==> config.mk <==
export PLATFORM = sky130hd
export DESIGN_NAME = serializer_arbiter
export DESIGN_NICKNAME = d
export VERILOG_FILES = /design/src/rtl/serializer_arbiter.sv
export SDC_FILE = /design/constraint.sdc
export NUM_CORES = 1
export LEC_CHECK = 0
export CORE_ASPECT_RATIO = 0.9
export CORE_MARGIN = 2
export CORE_UTILIZATION = 30
export CTS_BUF_LIST = sky130_fd_sc_hd__clkbuf_8
export DETAILED_ROUTE_END_ITERATION = 7
export PLACE_DENSITY = 0.94
export SLEW_MARGIN = 20
export SYNTH_ARGS = -nofsm -noshare
export SYNTH_HDL_FRONTEND = slang
export SYNTH_SLANG_ARGS = --single-unit
==> constraint.sdc <==
create_clock -name clk -period 2.02 [get_ports clk]
set_clock_uncertainty 0.05 [all_clocks]
set_input_delay 0.404 -clock clk [delete_from_list [all_inputs] [get_ports clk]]
set_output_delay 0.404 -clock clk [all_outputs]
set_load 0.01 [all_outputs]
==> src/rtl/serializer_arbiter.sv <==
// Round-robin arbiter that pops one word from a selected source FIFO, loads it
// into an external shift register and streams it out in BEATS link beats.
module serializer_arbiter #(
  parameter int NUM_REQ     = 4,
  parameter int INPUT_SIZE  = 32,
  parameter int OUTPUT_SIZE = 4,
  localparam int BEATS = INPUT_SIZE / OUTPUT_SIZE,
  localparam int GW    = (NUM_REQ > 1) ? $clog2(NUM_REQ) : 1,
  localparam int CW    = (BEATS > 1) ? $clog2(BEATS) : 1
) (
  input  logic                          clk,
  input  logic                          reset,
  input  logic [NUM_REQ-1:0]            fifo_empty,
  input  logic [NUM_REQ*INPUT_SIZE-1:0] fifo_data,
  output logic [NUM_REQ-1:0]            read_fifo,
  output logic [INPUT_SIZE-1:0]         sr_data,
  output logic                          sr_load,
  output logic                          sr_shift,
  input  logic                          link_ready,
  output logic                          link_valid,
  output logic [GW-1:0]                 grant_id,
  output logic                          serializer_idle
);

  localparam logic [1:0] IDLE  = 2'd0;
  localparam logic [1:0] POP   = 2'd1;
  localparam logic [1:0] LOAD  = 2'd2;
  localparam logic [1:0] SHIFT = 2'd3;

  logic [1:0]    state;
  logic [GW-1:0] rr_ptr;
  logic [GW-1:0] arb_idx;
  logic [GW-1:0] arb_next;
  logic [CW-1:0] cnt;
  logic          any_req;
  logic          last_beat;
  logic          pop_ok;

  // Descending scan so the source closest to rr_ptr is written last and wins.
  always_comb begin
    arb_idx = '0;
    for (int k = NUM_REQ - 1; k >= 0; k--) begin
      if (!fifo_empty[(int'(rr_ptr) + k) % NUM_REQ])
        arb_idx = GW'((int'(rr_ptr) + k) % NUM_REQ);
    end
  end

  assign arb_next  = (arb_idx == GW'(NUM_REQ - 1)) ? '0 : arb_idx + GW'(1);
  assign any_req   = ~&fifo_empty;
  assign last_beat = (state == SHIFT) && link_ready && (cnt == CW'(BEATS - 1));
  // The pop is qualified by the live empty flag so a source that drained after
  // being granted is never popped; the FSM then falls back to IDLE.
  assign pop_ok    = (state == POP) && !fifo_empty[grant_id];

  always_ff @(posedge clk or negedge reset) begin
    if (!reset) begin
      state    <= IDLE;
      rr_ptr   <= '0;
      grant_id <= '0;
      cnt      <= '0;
    end else begin
      case (state)
        IDLE: begin
          if (any_req) begin
            grant_id <= arb_idx;
            rr_ptr   <= arb_next;
            state    <= POP;
          end
        end
        POP:  state <= pop_ok ? LOAD : IDLE;
        LOAD: begin
          cnt   <= '0;
          state <= SHIFT;
        end
        SHIFT: begin
          if (last_beat) begin
            cnt <= '0;
            if (any_req) begin
              grant_id <= arb_idx;
              rr_ptr   <= arb_next;
              state    <= POP;
            end else begin
              state <= IDLE;
            end
          end else if (link_ready) begin
            cnt <= cnt + CW'(1);
          end
        end
        default: state <= IDLE;
      endcase
    end
  end

  for (genvar i = 0; i < NUM_REQ; i++) begin : g_pop
    assign read_fifo[i] = pop_ok && (grant_id == GW'(i));
  end

  always_comb begin
    sr_data = '0;
    if (state == LOAD)
      sr_data = fifo_data[int'(grant_id) * INPUT_SIZE +: INPUT_SIZE];
  end

  assign sr_load         = (state == LOAD);
  assign link_valid      = (state == SHIFT);
  assign sr_shift        = link_valid & link_ready;
  assign serializer_idle = (state == IDLE);

endmodule

==> out/metrics.cfg, run 1 <==
[outcome]
status=complete, but fails checks
violations=setup timing

[final_layout]
fin_nets=497
regArea_um2=226
diodes=0
syn_to_final_growth_pct=126
n_fill_cell=440
drive_gt1_frac=0.379
stdcell_area_um2=3880
multi_input_area_um2=1420

[timing]
slew_violations=0
setup-tns-final_ps=-3370
tightestPinTransition_ps=429
finalCritPeriodShare=1.09
rsz0062_at_grt=true
max_freq_ghz=0.455
fin_crit_ps=2200
setup_viol=32
worst_slack_ps=-178
final_hold_viol_count=0
max_slew_margin=0.713

[floorplan]
die_width_um=83.7
placementRows=26
core_area_um2=5600
die_area_um2=6340
pin_count=177
initial_core_util=0.307
die_h_um=75.8

[clock_tree]
cts_made_buffers=3
h-tree-depth=1
cts_sinks=9
clk_pin_slew_worst_paths_ps=50
cts_tree=built
worstSkewPairLatency_ps=240
cts_buffer_depth=2
root_buffer=clkbuf_8
ctsHoldBuffers=0

[route]
wl_um=8060
vias_per_cell=5.17
wire_per_inst_um=19.0
drc=0
antenna_left=0
drtIter0Drc=47
drt_first_pass_iters=4
vias=2192

[global_route]
grt_max_degree=24
gr-usage-all-layers=0.227
grt_pass1_wl_um=11200
grt_pass1_vias=2186
overflow=0
antenna_found_initial=0

[min_path]
holdCritPathClass=input pin to async pin

[critical_path]
cp_cell_sequence=buf_4 -> buf_6 -> buf_4 -> mux4_2 -> and2_4 -> buf_6
max_stage_delay_ps=420
critical_path_class=register to primary output
cp.arrival_ps=1740
critical_path.top_delay_family=buffers and inverters
crit_buf_inv=4
cp.required_ps=1570
crit_start=grant_id[0]$_DFFE_PN0P_
endpoint_kind=primary output
crit_fanout=4
cp_slowest_cell=dfrtp_2
start_kind=register

[logic_synthesis]
syn_area_um2=1720
synth.avg_cell_area_um2=11.7
syn_nets=289
netlist_instances=147
yosys.area.top_type=mux4_2
synth.top_cells.by_area=mux4_2, dfrtp_1, and2_1
yosysWarnings=0
synth_enable_flop_cells=0
synth_most_common_cell=and2_1
synth_ff_type=dfrtp_1
ys_seq_elements=9
ys_top_cells_by_count=and2_1, mux4_2, dfrtp_1
synth-seq-area-share=0.131
synth_async_sr_flop_share=1.00
ys_types=33
synth_top_area_frac=0.367

[power_and_ir_drop]
pwr_density_cell_nw_per_um2=931
p_leak_nw=1.65
vdd_drop_max_v=0.000752

[placement]
dp_hpwl_um=6050
placed_area_um2=3680
gp_routability_congestion=0.824
io_buffers=176

[job]
drv_cap=0

[layout make-up]
| cell class | count | share of cell area |
|---|---|---|
| timing repair buffer | 214 | 0.535 |
| multi-input combinational | 121 | 0.366 |
| sequential | 9 | 0.0583 |
| tap | 70 | 0.0226 |
| clock buffer | 3 | 0.0106 |
| inverter | 6 | 0.00580 |
| clock inverter | 1 | 0.000966 |
[placed cells by master (no fill, tap or decap), drive strengths merged, types with 2 or more instances in the layout]
master | synthesis | final
and4 | 2 | 2
a22o | 2 | 2
a21oi | 4 | 4
ha | 7 | 7
clkdlybuf4s50 | 0 | 137
inv | 6 | 7
mux2 | 3 | 3
nand2b | 3 | 3
nor3 | 2 | 2
clkbuf | 3 | 3
dfrtp | 9 | 9
nor2 | 4 | 4
buf | 8 | 71
dlygate4sd2 | 0 | 4
mux4 | 33 | 33
nand2 | 8 | 8
and2 | 34 | 34
o21ai | 6 | 6
[worst reg2reg max path, cell delays in order (launching register included)]
cell	delay, ps
dfrtp_1	410
buf_4	160
ha_1	200
buf_4	170
and2_1	180
nor3_4	140
mux2_2	370
[path summary, 6_finish.rpt]
kind / cells after the start / end / slack [ps]
setup reg to reg: 6 / grant_id[1]$_DFFE_PN0P_ / 230
max in group asynchronous: 1 / grant_id[0]$_DFFE_PN0P_ / 1170
min in group clk: 1 / cnt[1]$_DFFE_PN0P_ / 490
setup / recovery: 6 / sr_data[18] / -180
hold / removal: 1 / cnt[2]$_DFFE_PN0P_ / 420
hold reg to reg: 1 / cnt[1]$_DFFE_PN0P_ / 490
[cells by family (layout without fill, tap and decap cells)]
family | count (synthesis) | after routing | share of synthesized area
adder cells (fa/ha/maj) | 7 | 7 | 0.0510
AND/OR/NAND/NOR | 59 | 59 | 0.209
AO/OA/AOI/OAI | 18 | 18 | 0.0722
XOR/XNOR | 1 | 1 | 0.00510
buffers and inverters | 17 | 224 | 0.0678
multiplexers | 36 | 36 | 0.464
flip-flops | 9 | 9 | 0.131
[through the flow]
stage | util | cells | hold WS (ps) | total power, mW | worst slack [ps]
floorplan | - | 147 | 58.4 | 1.91 | 168
global placement | 0.658 | 403 | 463 | 2.84 | -393
detailed placement | 0.658 | 403 | 479 | 2.92 | -398
CTS | 0.689 | 423 | 433 | 3.66 | -227
global route | 0.694 | 424 | 445 | 3.84 | -221
finish | 0.694 | 424 | 424 | 3.62 | -178
[timing repair]
action,4_1_cts,5_1_grt
endpoints found under the setup margin,39,36
pin swaps,22,8
endpoints found under the hold margin,0,0
gates resized for setup,172,28
gates cloned,3,0
setup buffers,13,5
[power by group]
| group | total, mW | internal [mW] | switching [mW] |
|---|---|---|---|
| Clock | 0.210 | 0.133 | 0.0768 |
| Sequential | 0.338 | 0.260 | 0.0781 |
| Combinational | 3.07 | 1.91 | 1.16 |
[metal layers]
layer | track usage | vias to the layer above | share of wire
met5 | 0 | - | 0
met4 | 0.0466 | 0 | 0.017
met3 | 0.0455 | 15 | 0.069
met2 | 0.428 | 112 | 0.53
met1 | 0.274 | 1081 | 0.38
li1 | - | 984 | -
Note: power is estimated with default switching activity, not from simulation.
==> run 2, diff against run 1 <==
TNS_END_PERCENT = 50   (was not set)
==> run 2 against run 1 <==
Effect of this change: the run still ends with setup timing left; non-clock buffer count shrank 4; first-iteration DRC count is 2.1% higher; sequential power increased by 2%; wire length shrank 0.82%; final cell count is 0.94% lower; maximum frequency barely moved; critical path depth unchanged; global-route usage is 0.31 points lower; sequential share of layout area rose by 0.068 points; register-to-register slack about the same; largest power group unchanged.
==> out/metrics.cfg, run 2 (synthesis results as in run 1) <==
[route]
antenna_left=0  ; unchanged
wire_per_inst_um=19.0  ; about the same
vias_per_cell=5.21  ; was 5.17
drtIter0Drc=48  ; was 47
vias=2188  ; was 2,192
drc=0  ; unchanged
drt_first_pass_iters=4  ; unchanged
wl_um=8000  ; was 8060 um

[timing]
slew_violations=0  ; unchanged
fin_crit_ps=2200  ; about the same
tightestPinTransition_ps=429  ; about the same
final_hold_viol_count=0  ; unchanged
max_freq_ghz=0.455  ; about the same
finalCritPeriodShare=1.09  ; about the same
worst_slack_ps=-178  ; about the same
max_slew_margin=0.713  ; about the same
setup_viol=32  ; unchanged
rsz0062_at_grt=true  ; unchanged
fin_hold_ws_ps=423  ; was 424 ps

[power_and_ir_drop]
pwr_density_cell_nw_per_um2=919  ; was 931 nW/um2
vdd_drop_max_v=0.000753  ; was 0.000752 V
finalPower_mw=3.53  ; was 3.62 mW
p_leak_nw=1.63  ; was 1.65 nW

[final_layout]
fin_nets=493  ; was 497
final_common_cell=clkdlybuf4s50_1  ; unchanged
mostFrequentLayoutCells=clkdlybuf4s50_1, mux4_2, buf_2  ; was clkdlybuf4s50_1, mux4_2, buf_6
drive_gt1_frac=0.371  ; was 0.379
diodes=0  ; unchanged
syn_to_final_growth_pct=124  ; was 126%

[clock_tree]
clk_pin_slew_worst_paths_ps=50  ; about the same
cts_sinks=9  ; unchanged
ctsHoldBuffers=0  ; unchanged
root_buffer=clkbuf_8  ; unchanged
worstSkewPairLatency_ps=240  ; about the same
cts_buffer_depth=2  ; unchanged
h-tree-depth=1  ; unchanged
cts_tree=built  ; unchanged
cts_made_buffers=3  ; unchanged

[critical_path]
cp.required_ps=1570  ; about the same
critical_path_class=register to primary output  ; unchanged
start_kind=register  ; unchanged
max_stage_delay_ps=420  ; about the same
endpoint_kind=primary output  ; unchanged
cp.arrival_ps=1740  ; about the same
rrSetupSlack_ps=230  ; about the same
crit_fanout=4  ; unchanged
cp_slowest_cell=dfrtp_2  ; unchanged
cp_cell_sequence=buf_4 -> buf_6 -> buf_4 -> mux4_2 -> and2_4 -> buf_6  ; unchanged

[global_route]
gr-usage-all-layers=0.224  ; was 0.227
grt_max_degree=24  ; unchanged
overflow=0  ; unchanged
grt_pass1_wl_um=11100  ; was 11,200 um
grt_pass1_vias=2142  ; was 2,186
antenna_found_initial=0  ; unchanged

[outcome]
violations=setup timing  ; unchanged
status=complete, but fails checks  ; unchanged

[floorplan]
pin_count=177  ; unchanged
initial_core_util=0.307  ; unchanged
die_width_um=83.7  ; unchanged
placementRows=26  ; unchanged
die_area_um2=6340  ; unchanged
die_h_um=75.8  ; unchanged
core_area_um2=5600  ; unchanged

[placement]
io_buffers=176  ; unchanged
gp_routability_congestion=0.824  ; unchanged
dp_hpwl_um=6050  ; unchanged

[job]
drv_cap=0  ; unchanged

[min_path]
holdCritPathClass=input pin to async pin  ; unchanged

[run 2: cell count changes in the layout (fill, tap and decap cells not counted), sizes merged]
cell           delta
clkdlybuf4s50     -1
dlygate4sd1       -1
dlygate4sd2       +2
buf               -4
[run 2: worst paths after layout]
path / from / to / cells after the start
min in group clk: cnt[1]$_DFFE_PN0P_ / cnt[1]$_DFFE_PN0P_ / 1
max reg2reg: register / grant_id[1]$_DFFE_PN0P_ / 6
max: grant_id[0]$_DFFE_PN0P_ / sr_data[18] / 6
min reg2reg: cnt[1]$_DFFE_PN0P_ / cnt[1]$_DFFE_PN0P_ / 1
max in group asynchronous: reset / grant_id[0]$_DFFE_PN0P_ / 1
min: reset / cnt[2]$_DFFE_PN0P_ / 1
[run 2: final cells by class]
cell class,count,area [um2]
clock buffers,3,41.3
clock inverters,1,3.75
fillers,445,1760
inverters,6,22.5
multi-input cells,121,1420
flip-flops and latches,9,226
well taps,70,87.6
repair buffers,210,2030
[run 2: worst max-delay path: cells and delay by family (launching register included)]
family                 cells  cell delay, ps
buffers and inverters      4             500
DFF                        1             420
and+or+nand+nor            1             150
muxes                      1             420
[run 2: per-stage QoR]
| stage | setup TNS [ps] | worst slack, ps | area, um2 | cells | utilization |
|---|---|---|---|---|---|
| final | -3200 | -178 | 3840 | 420 | 0.686 |
| after global routing | -5060 | -232 | 3840 | 420 | 0.686 |
| after CTS | -4450 | -227 | 3820 | 419 | 0.682 |
| after detailed placement | -11730 | -398 | 3680 | 403 | 0.658 |
| after global placement | -11060 | -393 | 3680 | 403 | 0.658 |
| after floorplan | 0 | 168 | 1720 | 147 | - |
[run 2: per-layer routing]
layer | vias up | track usage | wire length, um
li1 | 975 | - | -
met1 | 1092 | 0.268 | 3030
met2 | 110 | 0.425 | 4310
met3 | 11 | 0.0455 | 549
met4 | 0 | 0.0466 | 110
met5 | - | 0 | 0
[run 2: repair_timing]
item / in CTS / in global routing
setup endpoints to repair: 39 / 36
setup buffers: 9 / 5
hold endpoints to repair: 0 / 0
gates resized for setup: 169 / 27
gates cloned: 3 / 0
pin swaps: 24 / 7
[run 2: power breakdown]
part / switching, mW / internal, mW
clock network: 0.0777 / 0.133
logic: 1.13 / 1.84
registers: 0.0849 / 0.260
total: 1.29 / 2.24
